File: src/rtl/vx_fpu_fma_issue_pkg.sv
// vx_fpu_fma_issue_pkg: FMA opcodes, control triple and shared field widths
package vx_fpu_fma_issue_pkg;
   localparam int INST_FRM_BITS = 3;
   localparam int FP_FLAGS_BITS = 5;
   localparam logic [2:0] FMA_OP_ADD   = 3'd0;
   localparam logic [2:0] FMA_OP_SUB   = 3'd1;
   localparam logic [2:0] FMA_OP_MUL   = 3'd2;
   localparam logic [2:0] FMA_OP_MADD  = 3'd3;
   localparam logic [2:0] FMA_OP_MSUB  = 3'd4;
   localparam logic [2:0] FMA_OP_NMSUB = 3'd5;
   localparam logic [2:0] FMA_OP_NMADD = 3'd6;
   typedef struct packed {
      logic is_madd;
      logic is_sub;
      logic is_neg;
   } fma_ctrl_t;
endpackage

File: src/rtl/vx_fpu_fma_issue_if.sv
// vx_fpu_fma_issue_if: request, FMA-unit and response buses of the FMA issue block
interface vx_fpu_fma_issue_if import vx_fpu_fma_issue_pkg::*; #(
   parameter int NUM_LANES   = 1,
   parameter int TAG_WIDTH   = 1,
   parameter int MAX_PENDING = 8
);
   localparam int DW = NUM_LANES * 32;
   localparam int PW = $clog2(MAX_PENDING + 1);
   logic req_valid, req_ready;
   logic [2:0] req_op;
   logic [INST_FRM_BITS-1:0] req_frm;
   logic [NUM_LANES-1:0] req_mask;
   logic [TAG_WIDTH-1:0] req_tag;
   logic [DW-1:0] req_dataa, req_datab, req_datac;
   logic fma_valid_in, fma_ready_in;
   logic [NUM_LANES-1:0] fma_mask_in;
   logic [TAG_WIDTH-1:0] fma_tag_in;
   logic [INST_FRM_BITS-1:0] fma_frm;
   logic [DW-1:0] fma_dataa, fma_datab, fma_datac;
   logic fma_is_madd, fma_is_sub, fma_is_neg;
   logic fma_valid_out, fma_ready_out;
   logic [DW-1:0] fma_result;
   logic fma_has_fflags;
   logic [FP_FLAGS_BITS-1:0] fma_fflags;
   logic [TAG_WIDTH-1:0] fma_tag_out;
   logic rsp_valid, rsp_ready;
   logic [DW-1:0] rsp_result;
   logic [FP_FLAGS_BITS-1:0] rsp_fflags;
   logic [TAG_WIDTH-1:0] rsp_tag;
   logic [FP_FLAGS_BITS-1:0] acc_fflags;
   logic acc_clear, illegal_op;
   logic [PW-1:0] pending;
   modport slave (
      input  req_valid, req_op, req_frm, req_mask, req_tag, req_dataa, req_datab, req_datac,
      output req_ready,
      output fma_valid_in, fma_mask_in, fma_tag_in, fma_frm, fma_dataa, fma_datab, fma_datac,
      output fma_is_madd, fma_is_sub, fma_is_neg,
      input  fma_ready_in,
      input  fma_valid_out, fma_result, fma_has_fflags, fma_fflags, fma_tag_out,
      output fma_ready_out,
      output rsp_valid, rsp_result, rsp_fflags, rsp_tag,
      input  rsp_ready,
      output acc_fflags, illegal_op, pending,
      input  acc_clear
   );
   modport master (
      output req_valid, req_op, req_frm, req_mask, req_tag, req_dataa, req_datab, req_datac,
      input  req_ready,
      input  fma_valid_in, fma_mask_in, fma_tag_in, fma_frm, fma_dataa, fma_datab, fma_datac,
      input  fma_is_madd, fma_is_sub, fma_is_neg,
      output fma_ready_in,
      output fma_valid_out, fma_result, fma_has_fflags, fma_fflags, fma_tag_out,
      input  fma_ready_out,
      input  rsp_valid, rsp_result, rsp_fflags, rsp_tag,
      output rsp_ready,
      input  acc_fflags, illegal_op, pending,
      output acc_clear
   );
endinterface

File: src/rtl/vx_fpu_fma_issue_decode.sv
// vx_fpu_fma_issue_decode: maps an FPU arithmetic opcode onto the FMA control triple
module vx_fpu_fma_issue_decode import vx_fpu_fma_issue_pkg::*; (
   input  logic [2:0] op,
   output fma_ctrl_t  ctrl,
   output logic       illegal
);
   // the reserved opcode falls through to all-zero controls, i.e. ADD
   always_comb begin
      ctrl.is_madd = op inside {FMA_OP_MADD, FMA_OP_MSUB, FMA_OP_NMSUB, FMA_OP_NMADD};
      ctrl.is_sub  = op inside {FMA_OP_SUB, FMA_OP_MSUB, FMA_OP_NMSUB};
      ctrl.is_neg  = op inside {FMA_OP_MUL, FMA_OP_NMSUB, FMA_OP_NMADD};
      illegal      = op > FMA_OP_NMADD;
   end
endmodule

File: src/rtl/vx_fpu_fma_issue.sv
// vx_fpu_fma_issue: credit-limited issue of decoded FPU requests to the FMA unit with skid-buffered responses
module vx_fpu_fma_issue import vx_fpu_fma_issue_pkg::*; #(
   parameter int NUM_LANES   = 1,
   parameter int TAG_WIDTH   = 1,
   parameter int MAX_PENDING = 8
) (
   input logic clk,
   input logic reset,
   vx_fpu_fma_issue_if.slave bus
);
   localparam int DW = NUM_LANES * 32;
   localparam int PW = $clog2(MAX_PENDING + 1);
   localparam int IW = 3 + NUM_LANES + TAG_WIDTH + INST_FRM_BITS + 3 * DW;
   localparam int RW = DW + FP_FLAGS_BITS + TAG_WIDTH;
   fma_ctrl_t ctrl;
   logic illegal;
   logic [IW-1:0] req_pl, iss_pl, iss_skid;
   logic iss_valid, iss_skid_valid;
   logic [RW-1:0] rsp_in, rsp_pl, rsp_skid;
   logic rsp_valid_q, rsp_skid_valid;
   logic [PW-1:0] pending_q;
   logic [PW+1:0] in_flight;
   logic [FP_FLAGS_BITS-1:0] acc_q;
   logic illegal_q;
   logic req_fire, iss_fire, fma_out_fire, rsp_fire;
   vx_fpu_fma_issue_decode dec (.op(bus.req_op), .ctrl, .illegal);
   assign req_pl = {ctrl, bus.req_mask, bus.req_tag, bus.req_frm, bus.req_dataa, bus.req_datab, bus.req_datac};
   // staged entries hold a credit too, so a full issue stage can never overshoot the limit
   assign in_flight = (PW+2)'(pending_q) + (PW+2)'(iss_valid) + (PW+2)'(iss_skid_valid);
   assign bus.req_ready = !iss_skid_valid && in_flight < (PW+2)'(MAX_PENDING);
   assign req_fire = bus.req_valid && bus.req_ready;
   assign iss_fire = iss_valid && bus.fma_ready_in;
   assign bus.fma_valid_in = iss_valid;
   assign {bus.fma_is_madd, bus.fma_is_sub, bus.fma_is_neg, bus.fma_mask_in, bus.fma_tag_in,
           bus.fma_frm, bus.fma_dataa, bus.fma_datab, bus.fma_datac} = iss_pl;
   always_ff @(posedge clk) begin
      if (reset) begin
         iss_valid <= 1'b0;
         iss_skid_valid <= 1'b0;
      end else if (bus.fma_ready_in || !iss_valid) begin
         iss_valid <= iss_skid_valid || req_fire;
         iss_skid_valid <= 1'b0;
         iss_pl <= iss_skid_valid ? iss_skid : req_pl;
      end else if (req_fire) begin
         iss_skid_valid <= 1'b1;
         iss_skid <= req_pl;
      end
   end
   assign rsp_in = {bus.fma_result, {FP_FLAGS_BITS{bus.fma_has_fflags}} & bus.fma_fflags, bus.fma_tag_out};
   assign bus.fma_ready_out = !rsp_skid_valid;
   assign fma_out_fire = bus.fma_valid_out && !rsp_skid_valid;
   assign rsp_fire = rsp_valid_q && bus.rsp_ready;
   assign bus.rsp_valid = rsp_valid_q;
   assign {bus.rsp_result, bus.rsp_fflags, bus.rsp_tag} = rsp_pl;
   always_ff @(posedge clk) begin
      if (reset) begin
         rsp_valid_q <= 1'b0;
         rsp_skid_valid <= 1'b0;
      end else if (bus.rsp_ready || !rsp_valid_q) begin
         rsp_valid_q <= rsp_skid_valid || fma_out_fire;
         rsp_skid_valid <= 1'b0;
         rsp_pl <= rsp_skid_valid ? rsp_skid : rsp_in;
      end else if (fma_out_fire) begin
         rsp_skid_valid <= 1'b1;
         rsp_skid <= rsp_in;
      end
   end
   // a clear coinciding with a retire keeps only the retiring flags
   always_ff @(posedge clk) begin
      if (reset) begin
         pending_q <= '0;
         acc_q <= '0;
         illegal_q <= 1'b0;
      end else begin
         pending_q <= pending_q + PW'(iss_fire) - PW'(rsp_fire);
         if (req_fire && illegal) illegal_q <= 1'b1;
         if (rsp_fire || bus.acc_clear) acc_q <= (bus.acc_clear ? '0 : acc_q) | (rsp_fire ? bus.rsp_fflags : '0);
      end
   end
   assign bus.pending = pending_q;
   assign bus.acc_fflags = acc_q;
   assign bus.illegal_op = illegal_q;
endmodule

File: src/flat_wrapper.sv
// flat-port wrapper written by rule: the top's interface ports become plain ports
module vx_fpu_fma_issue_flat import vx_fpu_fma_issue_pkg::*;
#(
   parameter int NUM_LANES   = 1,
   parameter int TAG_WIDTH   = 1,
   parameter int MAX_PENDING = 8
)
  (clk, reset, bus_req_valid, bus_req_op, bus_req_frm, bus_req_mask, bus_req_tag, bus_req_dataa, bus_req_datab, bus_req_datac, bus_req_ready, bus_fma_valid_in, bus_fma_mask_in, bus_fma_tag_in, bus_fma_frm, bus_fma_dataa, bus_fma_datab, bus_fma_datac, bus_fma_is_madd, bus_fma_is_sub, bus_fma_is_neg, bus_fma_ready_in, bus_fma_valid_out, bus_fma_result, bus_fma_has_fflags, bus_fma_fflags, bus_fma_tag_out, bus_fma_ready_out, bus_rsp_valid, bus_rsp_result, bus_rsp_fflags, bus_rsp_tag, bus_rsp_ready, bus_acc_fflags, bus_illegal_op, bus_pending, bus_acc_clear);
  vx_fpu_fma_issue_if #(.NUM_LANES(NUM_LANES), .TAG_WIDTH(TAG_WIDTH), .MAX_PENDING(MAX_PENDING)) bus_i ();
  input logic clk;
  input logic reset;
  input wire logic [$bits(bus_i.req_valid)-1:0] bus_req_valid;
  input wire logic [$bits(bus_i.req_op)-1:0] bus_req_op;
  input wire logic [$bits(bus_i.req_frm)-1:0] bus_req_frm;
  input wire logic [$bits(bus_i.req_mask)-1:0] bus_req_mask;
  input wire logic [$bits(bus_i.req_tag)-1:0] bus_req_tag;
  input wire logic [$bits(bus_i.req_dataa)-1:0] bus_req_dataa;
  input wire logic [$bits(bus_i.req_datab)-1:0] bus_req_datab;
  input wire logic [$bits(bus_i.req_datac)-1:0] bus_req_datac;
  output wire logic [$bits(bus_i.req_ready)-1:0] bus_req_ready;
  output wire logic [$bits(bus_i.fma_valid_in)-1:0] bus_fma_valid_in;
  output wire logic [$bits(bus_i.fma_mask_in)-1:0] bus_fma_mask_in;
  output wire logic [$bits(bus_i.fma_tag_in)-1:0] bus_fma_tag_in;
  output wire logic [$bits(bus_i.fma_frm)-1:0] bus_fma_frm;
  output wire logic [$bits(bus_i.fma_dataa)-1:0] bus_fma_dataa;
  output wire logic [$bits(bus_i.fma_datab)-1:0] bus_fma_datab;
  output wire logic [$bits(bus_i.fma_datac)-1:0] bus_fma_datac;
  output wire logic [$bits(bus_i.fma_is_madd)-1:0] bus_fma_is_madd;
  output wire logic [$bits(bus_i.fma_is_sub)-1:0] bus_fma_is_sub;
  output wire logic [$bits(bus_i.fma_is_neg)-1:0] bus_fma_is_neg;
  input wire logic [$bits(bus_i.fma_ready_in)-1:0] bus_fma_ready_in;
  input wire logic [$bits(bus_i.fma_valid_out)-1:0] bus_fma_valid_out;
  input wire logic [$bits(bus_i.fma_result)-1:0] bus_fma_result;
  input wire logic [$bits(bus_i.fma_has_fflags)-1:0] bus_fma_has_fflags;
  input wire logic [$bits(bus_i.fma_fflags)-1:0] bus_fma_fflags;
  input wire logic [$bits(bus_i.fma_tag_out)-1:0] bus_fma_tag_out;
  output wire logic [$bits(bus_i.fma_ready_out)-1:0] bus_fma_ready_out;
  output wire logic [$bits(bus_i.rsp_valid)-1:0] bus_rsp_valid;
  output wire logic [$bits(bus_i.rsp_result)-1:0] bus_rsp_result;
  output wire logic [$bits(bus_i.rsp_fflags)-1:0] bus_rsp_fflags;
  output wire logic [$bits(bus_i.rsp_tag)-1:0] bus_rsp_tag;
  input wire logic [$bits(bus_i.rsp_ready)-1:0] bus_rsp_ready;
  output wire logic [$bits(bus_i.acc_fflags)-1:0] bus_acc_fflags;
  output wire logic [$bits(bus_i.illegal_op)-1:0] bus_illegal_op;
  output wire logic [$bits(bus_i.pending)-1:0] bus_pending;
  input wire logic [$bits(bus_i.acc_clear)-1:0] bus_acc_clear;
  assign bus_i.req_valid = bus_req_valid;
  assign bus_i.req_op = bus_req_op;
  assign bus_i.req_frm = bus_req_frm;
  assign bus_i.req_mask = bus_req_mask;
  assign bus_i.req_tag = bus_req_tag;
  assign bus_i.req_dataa = bus_req_dataa;
  assign bus_i.req_datab = bus_req_datab;
  assign bus_i.req_datac = bus_req_datac;
  assign bus_req_ready = bus_i.req_ready;
  assign bus_fma_valid_in = bus_i.fma_valid_in;
  assign bus_fma_mask_in = bus_i.fma_mask_in;
  assign bus_fma_tag_in = bus_i.fma_tag_in;
  assign bus_fma_frm = bus_i.fma_frm;
  assign bus_fma_dataa = bus_i.fma_dataa;
  assign bus_fma_datab = bus_i.fma_datab;
  assign bus_fma_datac = bus_i.fma_datac;
  assign bus_fma_is_madd = bus_i.fma_is_madd;
  assign bus_fma_is_sub = bus_i.fma_is_sub;
  assign bus_fma_is_neg = bus_i.fma_is_neg;
  assign bus_i.fma_ready_in = bus_fma_ready_in;
  assign bus_i.fma_valid_out = bus_fma_valid_out;
  assign bus_i.fma_result = bus_fma_result;
  assign bus_i.fma_has_fflags = bus_fma_has_fflags;
  assign bus_i.fma_fflags = bus_fma_fflags;
  assign bus_i.fma_tag_out = bus_fma_tag_out;
  assign bus_fma_ready_out = bus_i.fma_ready_out;
  assign bus_rsp_valid = bus_i.rsp_valid;
  assign bus_rsp_result = bus_i.rsp_result;
  assign bus_rsp_fflags = bus_i.rsp_fflags;
  assign bus_rsp_tag = bus_i.rsp_tag;
  assign bus_i.rsp_ready = bus_rsp_ready;
  assign bus_acc_fflags = bus_i.acc_fflags;
  assign bus_illegal_op = bus_i.illegal_op;
  assign bus_pending = bus_i.pending;
  assign bus_i.acc_clear = bus_acc_clear;
  vx_fpu_fma_issue #(.NUM_LANES(NUM_LANES), .TAG_WIDTH(TAG_WIDTH), .MAX_PENDING(MAX_PENDING)) u_core (.clk(clk), .reset(reset), .bus(bus_i));
endmodule
File: config.mk
export PLATFORM = sky130hd
export DESIGN_NAME = vx_fpu_fma_issue_flat
export DESIGN_NICKNAME = d
export VERILOG_FILES = /design/src/rtl/vx_fpu_fma_issue_pkg.sv /design/src/rtl/vx_fpu_fma_issue_if.sv /design/src/rtl/vx_fpu_fma_issue_decode.sv /design/src/rtl/vx_fpu_fma_issue.sv /design/src/flat_wrapper.sv
export SDC_FILE = /design/constraint.sdc
export NUM_CORES = 1
export LEC_CHECK = 0
export CORE_ASPECT_RATIO = 2
export CORE_MARGIN = 2
export CORE_UTILIZATION = 30
export DETAILED_ROUTE_END_ITERATION = 10
export PLACE_DENSITY_LB_ADDON = 0.08
export SLEW_MARGIN = 20
export SYNTH_ARGS = -nofsm -noshare
export SYNTH_HDL_FRONTEND = slang
export SYNTH_SLANG_ARGS = --single-unit
File: constraint.sdc
create_clock -name clk -period 14.3 [get_ports clk]
set_input_delay 4.29 -clock clk [delete_from_list [all_inputs] [get_ports clk]]
set_output_delay 4.29 -clock clk [all_outputs]
set_load 0.01 [all_outputs]
* Word level (Yosys, flattened, before mapping)
Index checks and enable logic that the tools add are counted.
Cells by class: $add $sub $neg 4, $mul 0, divide/modulo/power cells 0, $lt $le $gt $ge 2, equality and inequality tests 6, shift-type cells 0, muxes and demuxes 4, bitwise operators 5, reduce and logical (&&, ||, !) cells 24
Operator list (count):
- 104-bit 2-to-1 mux | 1
- 38-bit 2-to-1 mux | 1
- 5-bit 2-to-1 mux | 2
- 3-bit equality test, second input constant | 3
- 6-bit by 1-bit adder with 6-bit output | 1
- 3-bit by 2-bit equality test with 1-bit output, second input constant | 2
- 1-bit logical AND | 6
- 6-bit by 4-bit < comparator with 1-bit output, second input constant | 1
- 3-bit AND reduction | 2
- 3-bit nonzero test | 2
- 4-bit by 1-bit adder with 5-bit output | 1
- 5-bit bitwise AND | 1
- 1-bit logical OR | 5
- 5-bit bitwise OR | 1
- 4-bit by 1-bit adder with 4-bit output | 1
- 1-bit logical NOT | 4
- 2-bit AND reduction | 2
- 4-bit nonzero test | 1
- 2-bit OR reduction | 2
- 4-bit by 1-bit subtractor with 4-bit output | 1
- 3-bit by 1-bit equality test with 1-bit output, second input constant | 1
- 3-bit greater-than comparator, second input constant | 1
- 1-bit inverter | 3
Storage, ports and cells: register bits 298, bits in latches 0, memory bits (writable) 0, ROM bits 0, input port bits 150, output and inout bits 156, logic and storage cells 56, memories 0

* Logic depth before layout (Yosys ltp)
Gate-level depths: netlist (run 1).
word-level depth 6, mapped depth 9, depth with buffers taken out 8

* By module
Synthesis (run 1) repeated with hierarchy kept, for this count alone.
Unflattened totals: cells, all modules 539, area total of the unflattened synthesis 11071.9 um^2
Modules (own cells, without submodules):
- vx_fpu_fma_issue | times used 1, cells each 532, area an instance 11030.6 um^2, seq. area each 8808.4 um^2
- vx_fpu_fma_issue_decode | times used 1, cells each 7, area an instance 41.3 um^2, seq. area each 0.0 um^2

* Worst setup path after synthesis (run 1)
Ideal clock, no wire load.
path type input-to-reg, start input port bus_fma_ready_in, end register u_core.iss_skid[0] (enable), setup time 694 ps, arrival time 11510 ps, data required time 13606 ps, slack 2096 ps, stages on the path 2, path buffers 0, path through nand2b_1 nor3_1
On the way: longest elaborated chain between the ends 3
Ends and longest elaborated chain:
- start: declaration | line flat_wrapper.sv:31 | input wire logic [$bits(bus_i.fma_ready_in)-1:0] bus_fma_ready_in;
- 1-bit logical OR | line vx_fpu_fma_issue.sv:40 | end else if (bus.fma_ready_in || !iss_valid) begin
- 1-bit inverter (no line)
- 3-bit AND reduction (no line)
- end signal: assignment | line vx_fpu_fma_issue.sv:46 | iss_skid <= req_pl;
- end: declaration | line vx_fpu_fma_issue.sv:17 | logic [IW-1:0] req_pl, iss_pl, iss_skid;
No other way between the ends. A chain may end at the register's enable or synchronous reset.

* Worst setup path after layout (run 1)
start input port bus_fma_ready_in, end register u_core.iss_pl[81] (enable)
On the way: longest elaborated chain between the ends 2
Ends and longest elaborated chain:
- 1-bit logical OR | line vx_fpu_fma_issue.sv:40
- 2-bit AND reduction (no line)
- end signal: assignment | line vx_fpu_fma_issue.sv:43 | iss_pl <= iss_skid_valid ? iss_skid : req_pl;
- end: declaration | line vx_fpu_fma_issue.sv:17
No other way between the ends.

==> results by stage, run 1 <==
GRT:
- The wire length of the first global-routing pass is approximately 40000 um.
- The routing usage on met1 is 13.6%.
- The busiest layer in global routing is met2.
- The via count of the first global-routing pass is 6620.
- The met3 usage in global routing is under 10%.
- The met2 capacity usage during global routing is roughly a quarter.
- The global-route usage over all layers is approximately 14%.
- The initial antenna violation count is 2.
- Entering global routing, the biggest net connects between 70 and 80 pins.
- Summed over all layers, the global routing overflow is 0.

Critical path:
- The required time of the critical path is 14460 ps.
- The endpoint class of the critical path is a flip-flop.
- The depth of the most critical reg-to-reg path is 7.
- The maximum fanout along the worst path is 73.
- The worst setup path is launched from a primary input.
- For the worst setup path, the data arrival time is approximately 6800 ps.
- The worst setup path is of the in2reg kind.

Clock network:
- The number of levels in the clock H-tree is 1.
- In this run, post-CTS repair resized a total of 0 instances.
- The post-CTS setup buffer count is 0.
- The clock net sink count is between 200 and 300.
- Buffers inserted during clock tree synthesis total 27.
- The later pin in the worst-skew pair is clocked with a latency of 530 ps.
- The clock tree from TritonCTS is built.
- The clock tree root driver cell is clkbuf_16.
- The maximum buffer depth of the clock tree is 3.
- Clock-pin slew was measured on the worst setup and hold paths at roughly 70 ps.
- After clock tree synthesis, the flow added hold-fix buffers numbering 0.

Place:
- Including well taps, the total number of placed cells is around 1300.
- Once placement finished, the instance area stood at ~15000 um^2.
- The estimated wirelength of the detail-placed design is 19000 um.
- During placement, the flow inserted port buffers numbering between 300 and 400.
- The routability congestion estimate is between 0.7 and 0.8.

STA:
- The largest clock skew in the final design is approximately 8.9 ps.
- Setup repair after global routing left no endpoint under its margin.
- The number of max-slew violations in the final report is 0.
- The final critical path time including I/O delays and setup is between 6000 and 7000 ps.
- The final setup TNS is 0 ps.
- Based on the critical path, the design can be clocked at up to 0.151 GHz.
- For the pin with the worst max-slew slack, the measured transition is 1060 ps.
- The count of final setup violators is 0.
- The worst hold slack after final layout is ~480 ps.
- The relative slew slack is around 29%.
- The worst path uses a little under half of the clock period.
- The hold violation count in the final report is 0.

Yosys:
- The synthesized-area fraction occupied by xor and xnor cells is 0.158%.
- The fraction of the mapped netlist area in adder cells is approximately 1.1%.
- The Yosys step of the flow raised 0 warnings.
- The unique cell type count in the Yosys netlist is 33.
- The post-synthesis share of cell area spent on and, or, nand and nor gates is under 10%.
- Each instance of the synthesized netlist takes up on average 20.7 um^2.
- The instance count of the mapped netlist is 533.
- The cell type contributing the most total cell area after synthesis is edfxtp_1.
- The total nets after synthesis is 692.
- After synthesis the netlist holds a flip-flop and latch count of approximately 300.
- For this run, the register share of the synthesized area comes to 79.7%.
- Multiplexer cells account for between 10% and 20% of the synthesized area.
- By area, the combinational part of the netlist is dominated by multiplexers.
- Summed over its instances, the top area cell type makes up between 70 and 80% of the synthesized netlist area.
- Summing the areas of all compound-gate instances in the mapped netlist gives about 1.1% of the synthesized area.
- In the post-synthesis netlist, the biggest area contributors are edfxtp_1, mux2_2, dfxtp_1.
- The netlist area before placement is 11100 um^2.

Layout:
- Relative to the synthesized area, the layout overhead comes to 39.9%.
- The post-route non-filler standard cell count is between 1000 and 1500.
- After routing the design area is 15500 um^2.
- The number of fill cells is about 3300.
- The final layout contains 1015 nets.
- Once layout is complete, the utilization of the core stands at 42.4%.
- The proportion of layout cells with a drive suffix above 1 is 22.3%.

Power:
- The fraction of power consumed by combinational cells is 11.5%.
- The internal power is roughly 1.5 mW.
- For this design the ratio of total power to cell area is about 120 nW/um^2.
- Net switching is a little over a fifth of the power.
- In this run the static leakage power is around 5.2 nW.
- Sequential cells burn 53.4% of the power.
- Summed over all nets, the switching power comes to 412 uW.
- Across the VDD grid, the largest voltage drop is between 0.08 and 0.09 mV.
- The clock network is responsible for a little over a third of the overall power.

Floorplan:
- In this run the vertical extent of the chip is 275 um.
- For this configuration, the core starts out at a cell density of 30.3%.
- The die covers slightly below 40000 um^2.
- In this run the horizontal extent of the chip is roughly 140 um.
- In this run the core area contains 99 standard-cell rows.
- The core region is 36400 um^2.
- During I/O placement, the number of pins put on the boundary was 306.

Run status:
- The run finished with clean final reports.

Drt:
- The remaining number of nets flagged by the antenna check after routing is 0.
- The number of violations reported at the end of detailed-routing iteration 0 is 260.
- The number of iterations in the first detailed-routing pass is 6.
- The detail-routed net length per standard cell is roughly 20 um.
- The total via count in the routed design is 5924.
- For this run, design rule violations remaining after detail routing come to 0.
- Summed over all layers, the routed wires come to between 20000 and 30000 um.
- The via density per instance is around 4.5.

Worst hold path:
- The worst hold path stage count is 2.
- The class of the most critical hold timing path is reg2reg.

Flow run:
- The max-capacitance violation count is 0.
[final cells by class]
cell class,instances,area [um^2],share of cell area [%]
antenna,2,5.00,0.0324
clock buffer,39,741,4.79
clock inverter,9,67.6,0.437
inverter,9,33.8,0.219
multi-input combinational,207,2100,13.6
sequential,298,8810,57.0
tap,454,568,3.67
timing repair buffer,313,3130,20.3
[kinds of logic after synthesis]
| logic type | Yosys count |
|---|---|
| AO/OA/AOI/OAI | 16 |
| XOR/XNOR | 2 |
| adder cells (fa/ha/maj) | 9 |
| buffers and inverters | 28 |
| flip-flops | 298 |
| multiplexers | 143 |
| AND/OR/NAND/NOR | 37 |
[cell usage after synthesis]
| cell type | n |
|---|---|
| nor4b_1 | 1 |
| clkbuf_1 | 1 |
| buf_2 | 9 |
| o22ai_1 | 1 |
| a211oi_2 | 1 |
| o31ai_1 | 1 |
| nand2_1 | 3 |
| nor3_1 | 2 |
| nor2b_1 | 9 |
| ha_1 | 8 |
| and3_1 | 1 |
| mux2_2 | 142 |
| edfxtp_1 | 284 |
| fa_1 | 1 |
| inv_1 | 8 |
| o21a_1 | 1 |
| nand4b_1 | 1 |
| clkinv_1 | 1 |
| buf_4 | 1 |
| xnor2_1 | 1 |
| buf_6 | 7 |
| and2_1 | 7 |
| nor2_1 | 11 |
| dfxtp_1 | 14 |
| xor2_1 | 1 |
| a21oi_1 | 8 |
| a21oi_4 | 1 |
| a21o_1 | 1 |
| nand2b_1 | 2 |
| mux2i_1 | 1 |
| buf_1 | 1 |
| a31oi_1 | 1 |
| o211ai_4 | 1 |
[cell usage in the layout, fill, tap and decap left out, drive strengths merged, types with 2 or more instances in the layout]
cell type and count:
clkinv 9, nor3 2, nand2b 2, clkdlybuf4s50 305
diode 2, nor2b 9, buf 8, and2 7
clkbuf 39, a21oi 9, inv 8, dfxtp 14
nor2 11, mux2 142, edfxtp 284, nand2 3
ha 8
[sequential cells by signal, summed over array words and instances, names as in the netlist]
register / cells
u_core.rsp_pl: 38
u_core.bus.fma_valid_in: 1
u_core.iss_pl: 104
u_core.rsp_skid_valid: 1
u_core.bus.pending: 4
u_core.bus.illegal_op: 1
u_core.bus.rsp_valid: 1
u_core.rsp_skid: 38
u_core.iss_skid_valid: 1
u_core.bus.acc_fflags: 5
u_core.iss_skid: 104
[layer usage]
layer	routed length, um	up-vias
li1	-	2728
met1	8980	2924
met2	15100	227
met3	1800	45
met4	843	0
met5	0	-
[through the flow]
stage / power, mW / worst slack (ps)
after floorplan: 1.13 / 2100
after global placement: 1.27 / 7090
after global routing: 2.01 / 7480
final: 1.93 / 7660
after detailed placement: 1.27 / 7040
after CTS: 1.97 / 7620
[worst paths after layout]
path	start	to	slack, ps
worst max-delay path	bus_fma_ready_in	u_core.iss_pl[81]	7660
worst min-delay path	u_core.bus.illegal_op	u_core.bus.illegal_op	480
worst max register to register	u_core.bus.fma_valid_in	u_core.iss_skid[81]	11290
worst min register to register	u_core.bus.illegal_op	u_core.bus.illegal_op	480
[worst max-delay path, cell delays in order]
cell and delay [ps]:
clkdlybuf4s50_1 490, nand2b_1 220, nor2b_4 810, buf_4 870
[power by group through the flow]
stage          sequential [mW]  clock (mW)  combinational (mW)
2_1_floorplan             1.07           0              0.0665
3_3_place_gp              1.05           0               0.220
3_5_place_dp              1.05           0               0.226
4_1_cts                   1.03       0.709               0.227
5_1_grt                   1.03       0.739               0.239
6_report                  1.03       0.677               0.222
(Power assumes the default switching activity.)
==> inputs of run 2 (changes only) <==
==> constraint.sdc (replaced) <==
create_clock -name clk -period 6.2 [get_ports clk]
set_input_delay 1.86 -clock clk [delete_from_list [all_inputs] [get_ports clk]]
set_output_delay 1.86 -clock clk [all_outputs]
set_load 0.01 [all_outputs]
==> run 2 against run 1 <==
Effect of this change:
- die area unchanged
- via count down 0.17%
- first-iteration DRC count down 1.5%
- clock skew up 1.5 ps
- worst setup slack worse by 5600 ps
- critical endpoint is now bus_fma_ready_out
==> results by stage, run 2 (synthesis results as in run 1) <==
Layout:
- The post-layout net count is 1016 (was 1015).
- Largest registers: u_core.iss_pl: 104 flops, u_core.iss_skid: 104 flops (unchanged).
- The number of fill cells is 3293 (was 3338).
- The proportion of layout cells with a drive suffix above 1 is 22.8% (was 22.3%).
- The number of diodes added for antenna fixing was 0 (was 2).
- The area growth from synthesis to final layout was 41.4% (was 39.9%).
- The final cell utilization of the core was 42.9% (was 42.4%).
- Commonest cells after routing, fill and taps aside: clkdlybuf4s50_1, edfxtp_1, mux2_2, clkbuf_16, dfxtp_1 (unchanged).
- The commonest non-fill, non-tap cell in the layout was clkdlybuf4s50_1 (unchanged).

Clock network:
- The clock net sink count is 298 (unchanged).
- The clock tree root driver cell is clkbuf_16 (unchanged).
- The clock transition at the register clock pins on the worst setup and hold paths after CTS is 60 ps (was 70 ps).
- The number of gates resized after cts is 0 (unchanged).
- The maximum buffer depth of the clock tree came to 3 (unchanged).
- The post-CTS setup buffer count came to 0 (unchanged).
- The latest clock arrival within the worst-skew pair is 550 ps (was 530 ps).
- The number of levels in the clock H-tree is 1 (unchanged).
- The clock buffer count from CTS is 29 (was 27).
- The total of hold buffers inserted after clock tree synthesis is 0 (unchanged).
- The clock tree from TritonCTS is built (unchanged).

GRT:
- The wire length of the first global-routing pass is 40500 um (was 40000 um).
- The global-route usage over all layers is 13.8% (was 13.5%).
- The initial antenna violation count is 0 (was 2).
- The pin count of the biggest net entering global routing is 105 (was 76).
- The via count of the first global-routing pass is 6571 (was 6620).
- The total overflow reported by the global router came to 0 (unchanged).

Critical path:
- Cell Chain, Critical Path: buf_4 -> clkinv_1 -> clkdlybuf4s50_1 (was clkdlybuf4s50_1 -> nand2b_1 -> nor2b_4 -> buf_4).
- The reg2reg setup slack came to 3910 ps (was 11290 ps).
- The number of buffer and inverter instances along the worst setup path was 3 (was 2).
- The required time of the critical path is 4340 ps (was 14460 ps).
- The depth of the most critical reg-to-reg path is 6 (was 7).
- The maximum fanout along the worst path is 36 (was 73).
- The source of the worst register-to-register timing path is u_core.bus.fma_valid_in (unchanged).
- The data arrival time of the worst path is 2250 ps (was 6790 ps).
- The slowest stage cell on the critical path was clkdlybuf4s50_1 (was buf_4).
- The element type at the critical path start is a flip-flop (was primary input).
- The worst flop-to-flop path endpoint is u_core.iss_skid[57] (was u_core.iss_skid[81]).
- The largest delay contributor family on the critical path is buffers and inverters (unchanged).
- The worst stage delay on the critical path was 580 ps (was 870 ps).
- The category of the critical setup timing path is reg2out (was in2reg).
- The endpoint class of the critical path is a primary output (was flip-flop).
- The critical path launch point is u_core.rsp_skid_valid (was bus_fma_ready_in).

Floorplan:
- The floorplan row count is 99 (unchanged).
- The core area is 36400 um^2 (unchanged).
- The chip height is 275 um (unchanged).
- The horizontal die dimension is 140 um (unchanged).
- The die outline area is 38500 um^2 (unchanged).
- The number of top-level pins came to 306 (unchanged).
- The initial cell density of the core is 30.3% (unchanged).

Power:
- The maximum resistive drop on vdd is 0.211 mV (was 0.0854 mV).
- The power per cell area was 298 nW/um^2 (was 125 nW/um^2).
- The static leakage is 5.23 nW (was 5.16 nW).
- The power consumption is 4.66 mW (was 1.93 mW).

STA:
- The largest clock skew in the final design is 10.4 ps (was 8.89 ps).
- The number of max-slew violations in the final report is 0 (unchanged).
- The final critical path time including I/O delays and setup is 4110 ps.
- Setup repair after global routing missed its margin: false (unchanged).
- The final setup TNS is 0 ps (unchanged).
- The actual slew at the worst max-slew pin is 1040 ps (was 1060 ps).
- The count of final setup violators is 0 (unchanged).
- The final critical-path share of the clock period is 66.3%.
- The relative slew slack is 30.6% (was 29.5%).
- The hold violation count in the final report is 0 (unchanged).
- Based on the critical path, the design can be clocked at up to roughly 0.24 GHz.

Drt:
- The detail-routed net length per standard cell came to 20.4 um (was 20.1 um).
- The number of violations reported at the end of detailed-routing iteration 0 is 256 (was 260).
- The remaining number of nets flagged by the antenna check after routing is 0 (unchanged).
- The via density per instance came to 4.44 (was 4.45).
- The number of iterations in the first detailed-routing pass is 4 (was 6).
- The final wirelength is 27200 um (was 26700 um).
- The total via count in the routed design was 5914 (was 5924).
- The final routed DRC violation total was 0 (unchanged).

Place:
- The total of buffers placed on input and output ports came to 305 (unchanged).
- The routability congestion estimate is 0.715 (was 0.766).
- The estimated wirelength of the detail-placed design came to 19300 um (was 19000 um).

Worst hold path:
- The destination of the worst hold path is u_core.bus.illegal_op (unchanged).
- The class of the most critical hold timing path was reg2reg (unchanged).
- The worst hold path stage count was 2 (unchanged).
- The source of the worst hold timing path is u_core.bus.illegal_op (unchanged).

Run status:
- Result of the run: finished clean (unchanged).

Flow run:
- The max-capacitance violation count was 0 (unchanged).
run 2: changes by cell type in the layout (fill, tap and decap cells not counted), moves of 2 or more:
cell        change
clkbuf_1        -8
clkinv_1        +5
buf_4           -4
buf_12          +3
bufinv_16       +3
clkbuf_16       +2
clkbuf_8        -2
clkinv_2        -2
clkinv_4        +2
clkinvlp_4      +2
diode_2         -2
run 2: layer usage:
metal,vias to the layer above,wire length (um),track usage [%]
li1,2731,-,-
met1,2917,9190,13.8
met2,230,15300,27.0
met3,36,1880,3.59
met4,0,767,4.79
met5,-,0,0
run 2: worst max path at each step:
stage                                   end  slack (ps)  depth (start not counted)
after floorplan            u_core.iss_pl[0]         930                          2
after global placement    u_core.iss_pl[38]        1790                          3
after detailed placement  u_core.iss_pl[23]        1700                          3
after CTS                 bus_fma_ready_out        1990                          3
after global routing      bus_fma_ready_out        1910                          3
final                     bus_fma_ready_out        2090                          3
run 2: cell type report:
class	instances	area, um^2	share of cell area, %
clock buffer	31	733	4.69
clock inverter	20	208	1.33
inverter	9	33.8	0.216
multi-input combinational	207	2110	13.5
sequential	298	8810	56.4
tap	454	568	3.63
timing repair buffer	312	3160	20.2
run 2: where the power goes:
part           internal (mW)  switching, mW
Sequential              2.33         0.0425
Combinational          0.303          0.212
Clock                   1.02          0.755
Total                   3.65           1.01
run 2: metrics by stage:
step                      hold WS, ps  setup WS, ps  std cells  instance area [um^2]
after floorplan                   493           932        533                 11100
after global placement            461          1790       1279                 14700
after detailed placement          471          1700       1279                 14700
after CTS                         484          1990       1330                 15600
after global routing              528          1910       1331                 15600
final                             485          2090       1331                 15600
run 2: worst reg2reg max path, cell delays in order, from the launching register on:
cell and delay [ps]:
dfxtp_1 340, ha_1 230, ha_1 220, a21oi_4 160, o211ai_4 140, nor3_4 220, buf_12 460
==> inputs of run 3 (changes only) <==
==> constraint.sdc (replaced) <==
create_clock -name clk -period 4 [get_ports clk]
set_input_delay 1.2 -clock clk [delete_from_list [all_inputs] [get_ports clk]]
set_output_delay 1.2 -clock clk [all_outputs]
set_load 0.01 [all_outputs]
==> run 3 against run 2 <==
Effect of this change:
- global-route usage fell by 0.16 points
- via count about the same
- utilization up 0.18 points
==> results by stage, run 3 (synthesis results as in run 1) <==
Floorplan:
- The horizontal die dimension is 140 um (unchanged).
- The die outline area is 38500 um^2 (unchanged).
- The initial cell density of the core is 30.3% (unchanged).
- The chip height is 275 um (unchanged).
- The number of top-level pins came to 306 (unchanged).
- The floorplan row count is 99 (unchanged).
- The core area is 36400 um^2 (unchanged).

Drt:
- The final wirelength is 27100 um (was 27200 um).
- The remaining number of nets flagged by the antenna check after routing is 0 (unchanged).
- The via density per instance is 4.43 (was 4.44).
- The total via count in the routed design is 5918 (was 5914).
- The number of violations reported at the end of detailed-routing iteration 0 is 174 (was 256).
- The final routed DRC violation total is 0 (unchanged).
- The detail-routed net length per standard cell is 20.3 um (was 20.4 um).
- The number of iterations in the first detailed-routing pass is 4 (unchanged).

Clock network:
- The clock buffer count from CTS is 28 (was 29).
- The number of levels in the clock H-tree is 1 (unchanged).
- The maximum buffer depth of the clock tree is 3 (unchanged).
- The number of gates resized after cts came to 0 (unchanged).
- The latest clock arrival within the worst-skew pair is 550 ps (about the same).
- The clock tree root driver cell is clkbuf_16 (unchanged).
- The post-CTS setup buffer count was 0 (unchanged).
- The clock transition at the register clock pins on the worst setup and hold paths after CTS came to 60 ps (about the same).
- The total of hold buffers inserted after clock tree synthesis came to 0 (unchanged).
- The clock tree from TritonCTS is built (unchanged).
- The clock net sink count is 298 (unchanged).

GRT:
- The via count of the first global-routing pass is 6649 (was 6571).
- The wire length of the first global-routing pass was 40200 um (was 40500 um).
- The total overflow reported by the global router is 0 (unchanged).
- The global-route usage over all layers was 13.6% (was 13.8%).
- The pin count of the biggest net entering global routing is 85 (was 105).
- The initial antenna violation count came to 0 (unchanged).

STA:
- Setup repair after global routing missed its margin: false (unchanged).
- The largest clock skew in the final design is 14.2 ps (was 10.4 ps).
- The final critical path time including I/O delays and setup is ~3400 ps.
- The final worst-path setup slack is 576 ps (was 2090 ps).
- Based on the critical path, the design can be clocked at up to ~0.3 GHz.
- The final critical-path share of the clock period is between 80% and 90%.
- The count of final setup violators is 0 (unchanged).
- The actual slew at the worst max-slew pin came to 750 ps (was 1040 ps).
- The final setup TNS came to 0 ps (unchanged).
- The relative slew slack is 50.0% (was 30.6%).
- The number of max-slew violations in the final report is 0 (unchanged).
- The hold violation count in the final report is 0 (unchanged).

Layout:
- The commonest non-fill, non-tap cell in the layout was clkdlybuf4s50_1 (unchanged).
- Commonest cells after routing, fill and taps aside: clkdlybuf4s50_1, edfxtp_1, mux2_2, clkbuf_16, dfxtp_1 (unchanged).
- The post-layout net count is 1018 (was 1016).
- The proportion of layout cells with a drive suffix above 1 came to 23.6% (was 22.8%).
- The number of diodes added for antenna fixing was 0 (unchanged).
- Largest registers: u_core.iss_pl: 104 flops, u_core.iss_skid: 104 flops (unchanged).
- The area growth from synthesis to final layout is 42.0% (was 41.4%).
- The post-route non-filler standard cell count is 1335 (was 1331).

Power:
- The power per cell area is 465 nW/um^2 (was 298 nW/um^2).
- The power consumption is 7.30 mW (was 4.66 mW).
- The static leakage is 5.28 nW (was 5.23 nW).
- The maximum resistive drop on vdd is 0.407 mV (was 0.211 mV).

Place:
- The estimated wirelength of the detail-placed design was 19200 um (was 19300 um).
- The setup slack at placement is 691 ps (was 1700 ps).
- The post-placement cell count came to 1283 (was 1279).
- The routability congestion estimate was 0.726 (was 0.715).
- The total of buffers placed on input and output ports is 305 (unchanged).

Run status:
- Result of the run: finished clean (unchanged).

Worst hold path:
- The class of the most critical hold timing path is reg2reg (unchanged).
- The worst hold path stage count is 2 (unchanged).
- The source of the worst hold timing path was u_core.bus.illegal_op (unchanged).

Critical path:
- The endpoint class of the critical path is a primary output (unchanged).
- The maximum fanout along the worst path came to 4 (was 36).
- The critical path launch point was u_core.bus.fma_valid_in (was u_core.rsp_skid_valid).
- The element type at the critical path start is a flip-flop (unchanged).
- The required time of the critical path is 2800 ps (was 4340 ps).
- The data arrival time of the worst path is 2220 ps (was 2250 ps).
- The depth of the most critical reg-to-reg path is 3 (was 6).
- The category of the critical setup timing path was reg2out (unchanged).
- The source of the worst register-to-register timing path is u_core.iss_skid_valid (was u_core.bus.fma_valid_in).

Flow run:
- The max-capacitance violation count was 0 (unchanged).
[run 3: cell types whose count changed in the layout (fill, tap and decap cells not counted), sizes merged]
| cell | previous run | this run |
|---|---|---|
| inv | 9 | 10 |
| buf | 7 | 10 |
| bufinv | 4 | 5 |
| clkinvlp | 2 | 1 |
[run 3: worst max-delay path: stages, from the launching register on]
cell and delay (ps):
dfxtp_1 370, ha_1 230, ha_1 220, a21oi_4 160, o21a_1 140, clkdlybuf4s50_1 560
[run 3: final timing paths]
kind,endpoint,slack [ps]
worst min-delay path,u_core.bus.illegal_op,480
worst max-delay path,bus_req_ready,580
worst max register to register,u_core.iss_pl[19],1640
worst min register to register,u_core.bus.illegal_op,480
[run 3: routing by layer]
metal	up-vias	global-route usage, %	wire length [um]
li1	2731	-	-
met1	2927	13.7	9420
met2	231	26.6	15100
met3	29	4.15	2080
met4	0	3.95	528
met5	-	0	0
[run 3: final cells by class]
class / count / area [um^2]
flip-flops and latches: 298 / 8810
clock inverters: 21 / 250
clock buffers: 31 / 733
inverters: 9 / 33.8
repair buffers: 315 / 3180
fillers: 3300 / 20700
well taps: 454 / 568
multi-input cells: 207 / 2120
[run 3: power breakdown]
group / switching (mW) / leakage [nW] / internal (mW)
clock network: 1.16 / 0.484 / 1.65
logic: 0.336 / 2.02 / 0.471
registers: 0.0640 / 2.78 / 3.61
total: 1.56 / 5.28 / 5.73
[run 3: stage by stage]
stage | instance area, um^2 | util (%) | hold slack (ps)
final | 15700 | 43.1 | 480
after global placement | 14700 | 40.4 | 464
after global routing | 15700 | 43.1 | 510
after CTS | 15700 | 43.1 | 482
after detailed placement | 14700 | 40.4 | 464
after floorplan | 11100 | - | 493
